**config.mk**
```make
export PLATFORM = sky130hd
export DESIGN_NAME = wide_add_sequencer
export DESIGN_NICKNAME = d
export VERILOG_FILES = /design/src/rtl/wide_add_sequencer.sv
export SDC_FILE = /design/constraint.sdc
export NUM_CORES = 1
export LEC_CHECK = 0
export CAP_MARGIN = 20
export CORE_MARGIN = 2
export CORE_UTILIZATION = 25
export CTS_CLUSTER_SIZE = 24
export DETAILED_ROUTE_END_ITERATION = 6
export GPL_TIMING_DRIVEN = 0
export RECOVER_POWER = 25
export SYNTH_ARGS = -nofsm -noshare
export SYNTH_HDL_FRONTEND = slang
export SYNTH_SLANG_ARGS = --single-unit
```
**constraint.sdc**
```tcl
create_clock -name clk -period 3.1 [get_ports clk]
set_input_delay 0.62 -clock clk [delete_from_list [all_inputs] [get_ports clk]]
set_output_delay 0.62 -clock clk [all_outputs]
set_load 0.01 [all_outputs]
```
**src/rtl/wide_add_sequencer.sv**
```systemverilog
// rtl/wide_add_sequencer.sv - multi-cycle wide add/subtract through a shared W-bit adder slice
//
// Purpose:
//   Runs one WORDS*W-bit add or subtract through an external W-bit adder
//   (log_adder), one slice per cycle, least-significant slice first, with the
//   inter-slice carry chained through a register. Subtraction is done as
//   A + ~B + 1, so the operand B is inverted and the carry-in flipped at start.
//
// Ports:
//   clk      in   rising-edge clock
//   rst_n    in   asynchronous active-low reset
//   start    in   operation request, sampled only in IDLE
//   sub      in   1 = A - B, 0 = A + B (sampled with start)
//   cin      in   carry/borrow-in (sampled with start)
//   op_a     in   N-bit operand A
//   op_b     in   N-bit operand B
//   busy     out  high while slices are being processed
//   done     out  one-cycle completion pulse
//   result   out  N-bit sum/difference (modulo 2^N)
//   cout     out  final carry-out (for sub: 1 = no borrow)
//   ovf      out  signed two's-complement overflow
//   add_a    out  slice operand A to the adder
//   add_b    out  slice operand B to the adder
//   add_cin  out  slice carry-in to the adder
//   add_sum  in   slice sum from the adder (combinational)
//   add_co   in   slice carry-out from the adder

module wide_add_sequencer #(
  parameter int W     = 16,
  parameter int WORDS = 4,
  parameter int CW    = 2
) (
  input  logic                 clk,
  input  logic                 rst_n,
  input  logic                 start,
  input  logic                 sub,
  input  logic                 cin,
  input  logic [W*WORDS-1:0]   op_a,
  input  logic [W*WORDS-1:0]   op_b,
  output logic                 busy,
  output logic                 done,
  output logic [W*WORDS-1:0]   result,
  output logic                 cout,
  output logic                 ovf,
  output logic [W-1:0]         add_a,
  output logic [W-1:0]         add_b,
  output logic                 add_cin,
  input  logic [W-1:0]         add_sum,
  input  logic                 add_co
);

  localparam int N = W * WORDS;
  localparam logic [CW-1:0] LAST_IDX = CW'(WORDS - 1);

  typedef enum logic [1:0] {
    S_IDLE = 2'd0,
    S_RUN  = 2'd1,
    S_DONE = 2'd2
  } state_e;

  state_e          state_q, state_d;
  logic [N-1:0]    opa_q, opa_d;
  logic [N-1:0]    opb_q, opb_d;     // already inverted for subtraction
  logic [N-1:0]    result_q, result_d;
  logic [CW-1:0]   idx_q, idx_d;
  logic            carry_q, carry_d;
  logic            cout_q, cout_d;
  logic            ovf_q, ovf_d;

  always_ff @(posedge clk or negedge rst_n) begin
    if (!rst_n) begin
      state_q  <= S_IDLE;
      opa_q    <= '0;
      opb_q    <= '0;
      result_q <= '0;
      idx_q    <= '0;
      carry_q  <= 1'b0;
      cout_q   <= 1'b0;
      ovf_q    <= 1'b0;
    end else begin
      state_q  <= state_d;
      opa_q    <= opa_d;
      opb_q    <= opb_d;
      result_q <= result_d;
      idx_q    <= idx_d;
      carry_q  <= carry_d;
      cout_q   <= cout_d;
      ovf_q    <= ovf_d;
    end
  end

  always_comb begin
    state_d  = state_q;
    opa_d    = opa_q;
    opb_d    = opb_q;
    result_d = result_q;
    idx_d    = idx_q;
    carry_d  = carry_q;
    cout_d   = cout_q;
    ovf_d    = ovf_q;
    add_a    = '0;
    add_b    = '0;
    add_cin  = 1'b0;
    busy     = 1'b0;
    done     = 1'b0;

    case (state_q)
      S_IDLE: begin
        if (start) begin
          opa_d   = op_a;
          opb_d   = sub ? ~op_b : op_b;
          // Subtract is A + ~B + 1, so the borrow-in becomes an inverted carry-in.
          carry_d = cin ^ sub;
          idx_d   = '0;
          cout_d  = 1'b0;
          ovf_d   = 1'b0;
          state_d = S_RUN;
        end
      end

      S_RUN: begin
        busy    = 1'b1;
        add_a   = opa_q[int'(idx_q)*W +: W];
        add_b   = opb_q[int'(idx_q)*W +: W];
        add_cin = carry_q;
        result_d[int'(idx_q)*W +: W] = add_sum;
        carry_d = add_co;
        if (idx_q == LAST_IDX) begin
          // The MSB slice sum is still on add_sum, so the overflow can be
          // formed here and be ready in the DONE cycle.
          cout_d  = add_co;
          ovf_d   = (opa_q[N-1] == opb_q[N-1]) && (add_sum[W-1] != opa_q[N-1]);
          state_d = S_DONE;
        end else begin
          idx_d = idx_q + CW'(1);
        end
      end

      S_DONE: begin
        done    = 1'b1;
        state_d = S_IDLE;
      end

      default: begin
        state_d = S_IDLE;
      end
    endcase
  end

  assign result = result_q;
  assign cout   = cout_q;
  assign ovf    = ovf_q;

endmodule

```
==> metrics, run 1 <==
CTS tree=built; initial antenna violation count=2; clk slew on worst S/H paths=0.07 ns; gr usage total=15.2%; # setup viols final=0; Synth Cell Area=9110 um2; Max Clk Rate=about 0.33 GHz; RSZ-0062 raised after global routing=true; Crit Reg-Reg Endpoint=result[23]$_DFFE_PN0P_; wl on met1=12600 um; global route overflow=0; highest metal used=met5; violated checks=capacitance limit, slew limit; Synth top area share=54.7%; Commonest cells post-synth=dfrtp_1, nand2_1, nor2_1; Setup crit end=add_b[2]; max cap viols=1; WL final=28300 um; worst slew pin tran=2.11 ns; initial core utilization=25.5%; Leak=5.14 nW; Min-Delay Path Class=primary input to async pin; min Tclk post-route=3.00 ns; Fill cells=3564; crit path max fanout=10; detailed-route via count=roughly 6.8k; Critical Path AT=2.38 ns; largest area contributor in the netlist=dfrtp_1; Core Region=35700 um2; Register-to-Register Path Depth=9; register area share after synthesis=54.7%; Synth area leaders=dfrtp_1, mux2_2, mux4_2; clk_lat worst skew=approximately 0.45 ns; flop-to-flop setup slack=between 0.5 and 0.6 ns; Final GP Congestion=0.758; Synth Instances=750; vias per cell=~4.5; status=finished, violations left; post-route ant nets=0; Synthesized Nets=906; synthesis-to-layout area growth=41.3%; largest net degree at the start of global routing=82; worst path cell trace=buf_8, buf_8, mux4_2, and2_1, clkdlybuf4s50_1; first-pass GRT wire length=43600 um; Root Driver=clkbuf_16; Remaining DRCs=0; Crit. End Element=output port; Post-DP HPWL=20900 um; H-tree Lvls=4; worst-case clock buffer depth=2; clock sink count=~200; violation count after the first detailed-route iteration=205; Pre-antenna DRT Iters=4; max-slew violation total from the final report=just under 80; launching point of the worst reg2reg path=idx_q[1]$_DFFE_PN0P_; Design Power=12.5 mW; Final Skew=0.0140 ns; Synth Flop Type=dfrtp_1; power density over the cells=974 nW/um2; final core utilization=a little over a third; crit-path most repeated cell=buf_8; endpoints failing hold=0; average wire per standard cell=18.9 um; CTS Hold Bufs=0; critical path startpoint=idx_q[0]$_DFFE_PN0P_; met3 wire length=~1800 um; row cnt=69; share of layout cells above drive strength 1=17.8%; YS warnings=0; Startpoint Class=register; EDFF count, synth=0; Post-synth ARST share=100%; slowest stage delay, CP=roughly 0.5 ns; Peak VDD IR=412 uV; Die X=195 um; Final period util=96.8%; count leader, synth=dfrtp_1; number of diodes=0; flops & latches, synth=199; die area=roughly 38000 um2; # nets final=1177; Max transition margin=-40.9%; count of input and output buffers=249; cts bufs inserted=17; unique cell type count in the Yosys netlist=33; number of global-route vias before repair=7213; CP Class=register to output port; DR WL met2=13500 um; Die Y=195 um; Avg Inst Size Synth=12.1 um2; CP required=2.48 ns; I/O pin count=251; CP max-delay cell=mux4_2
-- per-layer routing --
layer / track usage, % / up-vias
met5: 0 / -
met4: 4.21 / 4
met3: 4.32 / 21
met2: 24.8 / 199
met1: 19.6 / 3429
li1: - / 3142
-- where the power goes --
| group | internal [mW] | total (mW) | leakage (nW) | switching [mW] |
|---|---|---|---|---|
| sequential | 3.76 | 4.39 | 2.42 | 0.634 |
| clock | 1.21 | 2.28 | 0.291 | 1.07 |
| combinational | 3.28 | 5.87 | 2.42 | 2.59 |
| total | 8.24 | 12.5 | 5.14 | 4.29 |
-- worst min-delay path by stage --
stage	startpoint	endpoint	slack (ns)	cells after the start
finish	rst_n	opa_q[4]$_DFFE_PN0P_	0.05	1
floorplan	rst_n	carry_q$_DFFE_PN0P_	0.32	0
CTS	rst_n	opa_q[4]$_DFFE_PN0P_	0.04	1
global placement	result[61]$_DFFE_PN0P_	result[61]$_DFFE_PN0P_	0.46	2
global route	rst_n	opa_q[3]$_DFFE_PN0P_	0.04	1
detailed placement	result[56]$_DFFE_PN0P_	result[56]$_DFFE_PN0P_	0.47	2
-- flip-flops by register name, indices dropped and copies added, names as in the netlist --
| signal | cells |
|---|---|
| opa_q | 64 |
| result | 64 |
| cout | 1 |
| carry_q | 1 |
| idx_q | 2 |
| ovf | 1 |
| state_q | 2 |
| opb_q | 64 |
-- stage by stage --
step	hold WS, ns	setup WS, ns	cells	TNS, ns	area, um2
4_1_cts	0.0393	0.00654	1494	0	12900
6_report	0.0462	0.0977	1494	0	12900
3_5_place_dp	0.471	0.0219	1462	0	12200
5_1_grt	0.0445	-0.0163	1494	-0.0530	12900
2_1_floorplan	0.324	0.857	750	0	9110
3_3_place_gp	0.462	-7.41	1460	-1469.27	12200
-- cells by family after synthesis --
logic type               after synthesis  synth area share (%)
buffers and inverters                 60                  3.34
adder cells (fa/ha/maj)                6                 0.824
flip-flops                           199                  54.7
AND/OR/NAND/NOR                      183                  9.63
multiplexers                          97                  16.0
AO/OA/AOI/OAI                        140                  9.32
XOR/XNOR                              65                  6.25
-- worst max-delay path, delay by kind of cell, from the launching register on --
kind          cells  cell delay [ns]
simple gates      1             0.20
buf+inv           3             0.85
mux               1             0.50
flops             1             0.39
-- layout by cell type (no fill, tap or decap), drive strengths merged, types with 2 or more instances in the layout --
cell type,n
a21oi,65
a22o,36
a22oi,2
and2,33
buf,42
bufinv,2
clkbuf,35
clkdlybuf4s50,248
clkinv,5
dfrtp,199
ha,6
inv,11
mux2,65
mux4,32
nand2,67
nand3b,4
nor2,67
nor2b,5
o21ai,35
xnor2,64
-- area by class of cell --
cell class	count	area [um2]	area share (%)
Multi-Input combinational cell	491	3820	29.7
Clock inverter	14	160	1.25
Timing Repair Buffer	252	2540	19.7
Tap cell	461	577	4.48
Buffer	56	347	2.69
Inverter	4	15.0	0.117
Clock buffer	17	425	3.31
Sequential cell	199	4980	38.7
-- repair_timing --
item / CTS / global route
cloned: 0 / 0
setup endpoints to repair: 30 / 17
gates resized for setup: 20 / 4
buffers inserted: 1 / 0
No activity file was read; power rests on OpenSTA's default activity.
==> inputs of run 2 (changes only) <==
CORE_UTILIZATION = 49   (was 25)
PLACE_DENSITY = 0.81   (was default)
==> run 2 against run 1 <==
Critical endpoint is now add_b[8]. Combinational power down 2%. Die area fell by 48%. Count of clock-buffer cells in the layout grew 2. Non-clock buffer count decreased by 2. The run still ends with capacitance limit, slew limit left. Core utilization rose by 33 points. Clock power down 6%. Sequential share of layout area up 1.0 points. Fmax decreased by 0.18%. Via count fell by 0.44%. Power shrank 1.5%.
==> metrics, run 2 (synthesis gave the netlist of run 1 again) <==
number of diodes=0 (unchanged); first-pass GRT wire length=38200 um (-12%); Worst Hold Depth=2; max cap viols=1 (unchanged); CP required=2.48 ns (about the same); CP Class=register to output port; Core Region=18100 um2 (-49%); Critical Path AT=2.39 ns (about the same); initial core utilization=50.3% (+25 points); Max transition margin=-57.5% (-17 points); violation count after the first detailed-route iteration=281 (+37%); vias per cell=5.36 (+18%); count of input and output buffers=249 (unchanged); grt met3 use=6.12% (+1.8 points); row cnt=49 (-29%); clk_lat worst skew=0.43 ns (-0.02 ns); CTS tree=built; Die X=140 um (-28%); Final Skew=0.0104 ns (-0.00357 ns); Non-Filler Instances=1261 (-16%); most common cell after layout, fill and taps aside=clkdlybuf4s50_1; global route overflow=0 (unchanged); synthesis-to-layout area growth=37.7%; Post-DP HPWL=17700 um (-15%); share of layout cells above drive strength 1=17.7% (-0.080 points); # setup viols final=0 (unchanged); CTS Hold Bufs=0 (unchanged); Root Driver=clkbuf_16; Max Clk Rate=0.332 GHz (-0.18%); clock sink count=199 (unchanged); I/O pin count=251 (unchanged); Final period util=97.0% (+0.17 points); Min-Delay Path Class=register to register; # nets final=1175 (-0.17%); Pre-antenna DRT Iters=4 (unchanged); average wire per standard cell=19.1 um (+1.1%); Leak=5.13 nW (-0.21%); clk slew on worst S/H paths=0.07 ns (about the same); fin area=12500 um2 (-2.5%); worst-case clock buffer depth=2 (unchanged); Final GP Congestion=0.808 (+6.7%); crit path max fanout=10 (unchanged); Top Usage Layer GRT=met2; endpoints failing hold=0 (unchanged); H-tree Lvls=4 (unchanged); detailed-route via count=6765 (-0.44%); cts bufs inserted=17 (unchanged); initial antenna violation count=0 (-2); GR Layer Usage met2=41.6% (+17 points); min Tclk post-route=3.01 ns (+0.00538 ns); GR Util met1=33.3% (+14 points); die area=19700 um2 (-48%); number of global-route vias before repair=6931 (-3.9%); max-slew violation total from the final report=92 (+18%); largest net degree at the start of global routing=109 (+33%); dpl cells=1229 (-16%); flop-to-flop setup slack=0.55 ns (about the same); WL final=24100 um (-15%); Die Y=140 um (-28%); Crit. End Element=output port; status=finished, violations left; most frequent cells in the layout=clkdlybuf4s50_1, dfrtp_1, nor2_1, nand2_1; Register-to-Register Path Depth=9 (unchanged); setup bufs post-CTS=0 (-1); Fill cells=1340 (-62%); Startpoint Class=register; power density over the cells=984 nW/um2 (+0.98%); worst slew pin tran=2.36 ns (+0.250 ns); Post-DP Area=11900 um2 (-2.6%); violated checks=capacitance limit, slew limit; post-route ant nets=0 (unchanged); Remaining DRCs=0 (unchanged); Peak VDD IR=570 uV (+38%); Final TNS setup=0 ns (unchanged); gr usage total=25.1% (+9.9 points)
==> run 2: changes by cell type in the layout (fill, tap and decap cells not counted), sizes merged <==
cell and change:
dlymetal6s2s +1, clkinvlp +1, clkbuf +4, bufinv -2
buf -4, clkdlybuf4s50 -1, clkinv +1, inv -1
==> run 2: path summary, 6_finish.rpt <==
| check | from | endpoint |
|---|---|---|
| hold / removal | result[31]$_DFFE_PN0P_ | result[31]$_DFFE_PN0P_ |
| min in group asynchronous | rst_n | result[3]$_DFFE_PN0P_ |
| setup / recovery | idx_q[0]$_DFFE_PN0P_ | add_b[8] |
| hold reg to reg | result[31]$_DFFE_PN0P_ | result[31]$_DFFE_PN0P_ |
| setup reg to reg | idx_q[1]$_DFFE_PN0P_ | result[22]$_DFFE_PN0P_ |
| max in group asynchronous | rst_n | opb_q[56]$_DFFE_PN0P_ |
==> run 2: through the flow <==
stage          util [%]  total power, mW  hold slack, ns  setup slack (ns)
2_1_floorplan         -             7.62           0.324             0.857
3_3_place_gp       65.7             9.97           0.462             -6.92
3_5_place_dp       65.9             10.1           0.471             0.165
4_1_cts            69.3             12.4           0.218          0.000749
5_1_grt            69.3             13.1           0.504         -0.000362
6_report           69.3             12.3           0.484            0.0923
==> run 2: power breakdown <==
part | internal [mW] | switching [mW]
logic | 3.26 | 2.50
registers | 3.76 | 0.669
clock network | 1.10 | 1.06
total | 8.11 | 4.23
==> run 2: metal layers <==
| layer | vias up | part of all wire [%] |
|---|---|---|
| li1 | 3136 | - |
| met1 | 3350 | 42 |
| met2 | 253 | 49 |
| met3 | 26 | 7.1 |
| met4 | 0 | 1.3 |
| met5 | - | 0 |
==> run 2: layout make-up <==
type	instances	area [um2]	share of cell area [%]
repair buffers	250	2520	20.1
well taps	229	287	2.28
clock inverters	13	135	1.08
multi-input cells	491	3820	30.5
clock buffers	19	443	3.53
inverters	4	15.0	0.120
plain buffers	56	342	2.72
flip-flops and latches	199	4980	39.7
==> run 2: what timing repair did <==
| item | CTS | global route |
|---|---|---|
| endpoints found under the setup margin | 29 | 29 |
| resized for setup | 13 | 10 |
| pin swaps | 0 | 0 |
==> run 2: worst max-delay path: stages (launching register included) <==
cell and delay [ns]:
dfrtp_2 0.41, buf_8 0.18, buf_8 0.18, mux4_2 0.51, and2_1 0.17, clkdlybuf4s50_1 0.51
==> inputs of run 3 (changes only) <==
CTS_CLUSTER_DIAMETER = 60   (was default)
CTS_CLUSTER_SIZE = default   (was 24)
clock period = 3.4 ns   (was 3.1 ns; I/O delays follow)
==> run 3 against run 2 <==
The run still ends with capacitance limit, slew limit left. Clock power down 8%. Critical path depth unchanged. Count of clock-buffer cells in the layout unchanged. Setup slack better by 0.047 ns. Core utilization is 0.33 points lower. Non-clock buffer count is the same. Sequential share of layout area increased by 0.18 points. Critical endpoint unchanged. First-iteration DRC count grew 6.8%. Power decreased by 9.2%. Clock skew is 0.00055 ns lower. Worst hold slack better by 0.00072 ns. Largest cell class unchanged. Global-route usage barely moved. Critical path type unchanged.
==> metrics, run 3 (synthesis gave the netlist of run 1 again) <==
H-tree Lvls=4 (unchanged); first-pass GRT wire length=38200 um (about the same); most common cell after layout, fill and taps aside=clkdlybuf4s50_1; row cnt=49 (unchanged); share of layout cells above drive strength 1=17.3% (-0.39 points); clk slew on worst S/H paths=0.07 ns (about the same); Die X=140 um (unchanged); pre-CTS setup slack=0.405 ns (+0.240 ns); synthesis-to-layout area growth=37.1%; Crit. End Element=output port; Peak VDD IR=521 uV (-8.7%); number of diodes=0 (unchanged); Fill cells=1344 (+0.30%); Final GP Congestion=0.808 (unchanged); cts bufs inserted=17 (unchanged); Root Driver=clkbuf_16; worst-case clock buffer depth=2 (unchanged); max-slew violation total from the final report=93 (+1.1%); # setup viols final=0 (unchanged); setup bufs post-CTS=0 (unchanged); dpl cells=1229 (unchanged); global route overflow=0 (unchanged); endpoints failing hold=0 (unchanged); min Tclk post-route=3.26 ns; most frequent cells in the layout=clkdlybuf4s50_1, dfrtp_1, nor2_1, nand2_1; Leak=5.09 nW (-0.74%); Seq. cell area=4980 um2 (about the same); HP Start=result[31]$_DFFE_PN0P_; initial core utilization=50.3% (unchanged); Max Clk Rate=0.307 GHz; Post-DP HPWL=17700 um (unchanged); clock sink count=199 (unchanged); die area=19700 um2 (unchanged); Startpoint Class=register; vias per cell=5.37 (+0.13%); CTS tree=built; crit path max fanout=10 (unchanged); Remaining DRCs=0 (unchanged); Max transition margin=-52.4% (+5.1 points); clk_lat worst skew=0.43 ns (about the same); Final Skew=0.00988 ns (-0.000548 ns); I/O pin count=251 (unchanged); RSZ-0062 raised after global routing=false; CP required=2.72 ns (+0.24 ns); Min-Delay Path Class=register to register; WL final=24200 um (+0.18%); Core Region=18100 um2 (unchanged); Multi-input gate area=3820 um2 (unchanged); violated checks=capacitance limit, slew limit; Die Y=140 um (unchanged); power density over the cells=898 nW/um2 (-8.8%); Pre-antenna DRT Iters=4 (unchanged); count of input and output buffers=249 (unchanged); launching point of the worst reg2reg path=idx_q[1]$_DFFE_PN0P_; post-route ant nets=0 (unchanged); violation count after the first detailed-route iteration=300 (+6.8%); average wire per standard cell=19.2 um (+0.18%); # nets final=1175 (unchanged); max cap viols=1 (unchanged); Critical Path AT=2.58 ns (+0.19 ns); number of global-route vias before repair=6927 (-0.058%); PnR worst setup slack=0.139 ns (+0.0471 ns); detailed-route via count=6774 (+0.13%); Non-Filler Instances=1261 (unchanged); largest net degree at the start of global routing=109 (unchanged); status=finished, violations left; Design Power=11.2 mW (-9.2%); worst slew pin tran=2.29 ns (-0.0768 ns); gr usage total=25.0% (about the same); final core utilization=69.0% (-0.33 points); initial antenna violation count=0 (unchanged); Final period util=a little over nine tenths; CP Class=register to output port; critical path startpoint=idx_q[0]$_DFFE_PN0P_
==> run 3: timing repair <==
item,in CTS,in global routing
endpoints found under the setup margin,15,29
hold buffers,0,0
resized for setup,2,5
cloned,0,0
==> run 3: final timing paths <==
path                                     endpoint  slack [ns]  cells after the start
max                                      add_b[8]        0.14                      5
min                        result[31]$_DFFE_PN0P_        0.48                      2
max reg2reg                result[22]$_DFFE_PN0P_        0.70                      9
min reg2reg                result[31]$_DFFE_PN0P_        0.48                      2
max in group asynchronous    opb_q[0]$_DFFE_PN0P_        0.60                      2
min in group asynchronous   result[3]$_DFFE_PN0P_        0.89                      1
==> run 3: critical path, cell delays in order, from the launching register on <==
cell and delay (ns):
dfrtp_1 0.40, clkbuf_4 0.27, buf_4 0.27, mux4_2 0.52
and2_1 0.17, clkdlybuf4s50_1 0.51
==> run 3: metal layers <==
metal / part of all wire (%) / global-route usage, %
met5: 0 / 0
met4: 1.4 / 7.23
met2: 50 / 41.7
met3: 6.7 / 5.74
met1: 42 / 33.2
==> run 3: cell type report <==
type                    count  share of cell area [%]
well taps                 229                    2.30
repair buffers            250                    20.0
clock buffers              19                    3.55
multi-input cells         491                    30.6
clock inverters            13                    1.08
inverters                   4                   0.120
plain buffers              56                    2.42
flip-flops and latches    199                    39.9
==> run 3: per-stage QoR <==
step                area [um2]  hold slack, ns  TNS (ns)
floorplan                 9110           0.384         0
global placement         11900           0.462  -1326.72
detailed placement       11900           0.471         0
CTS                      12500           0.278         0
global route             12500           0.504         0
finish                   12500           0.485         0
==> run 3: where the power goes <==
group	internal (mW)	switching (mW)
Clock	0.999	0.966
Sequential	3.43	0.608
Combinational	2.92	2.28
Total	7.35	3.86
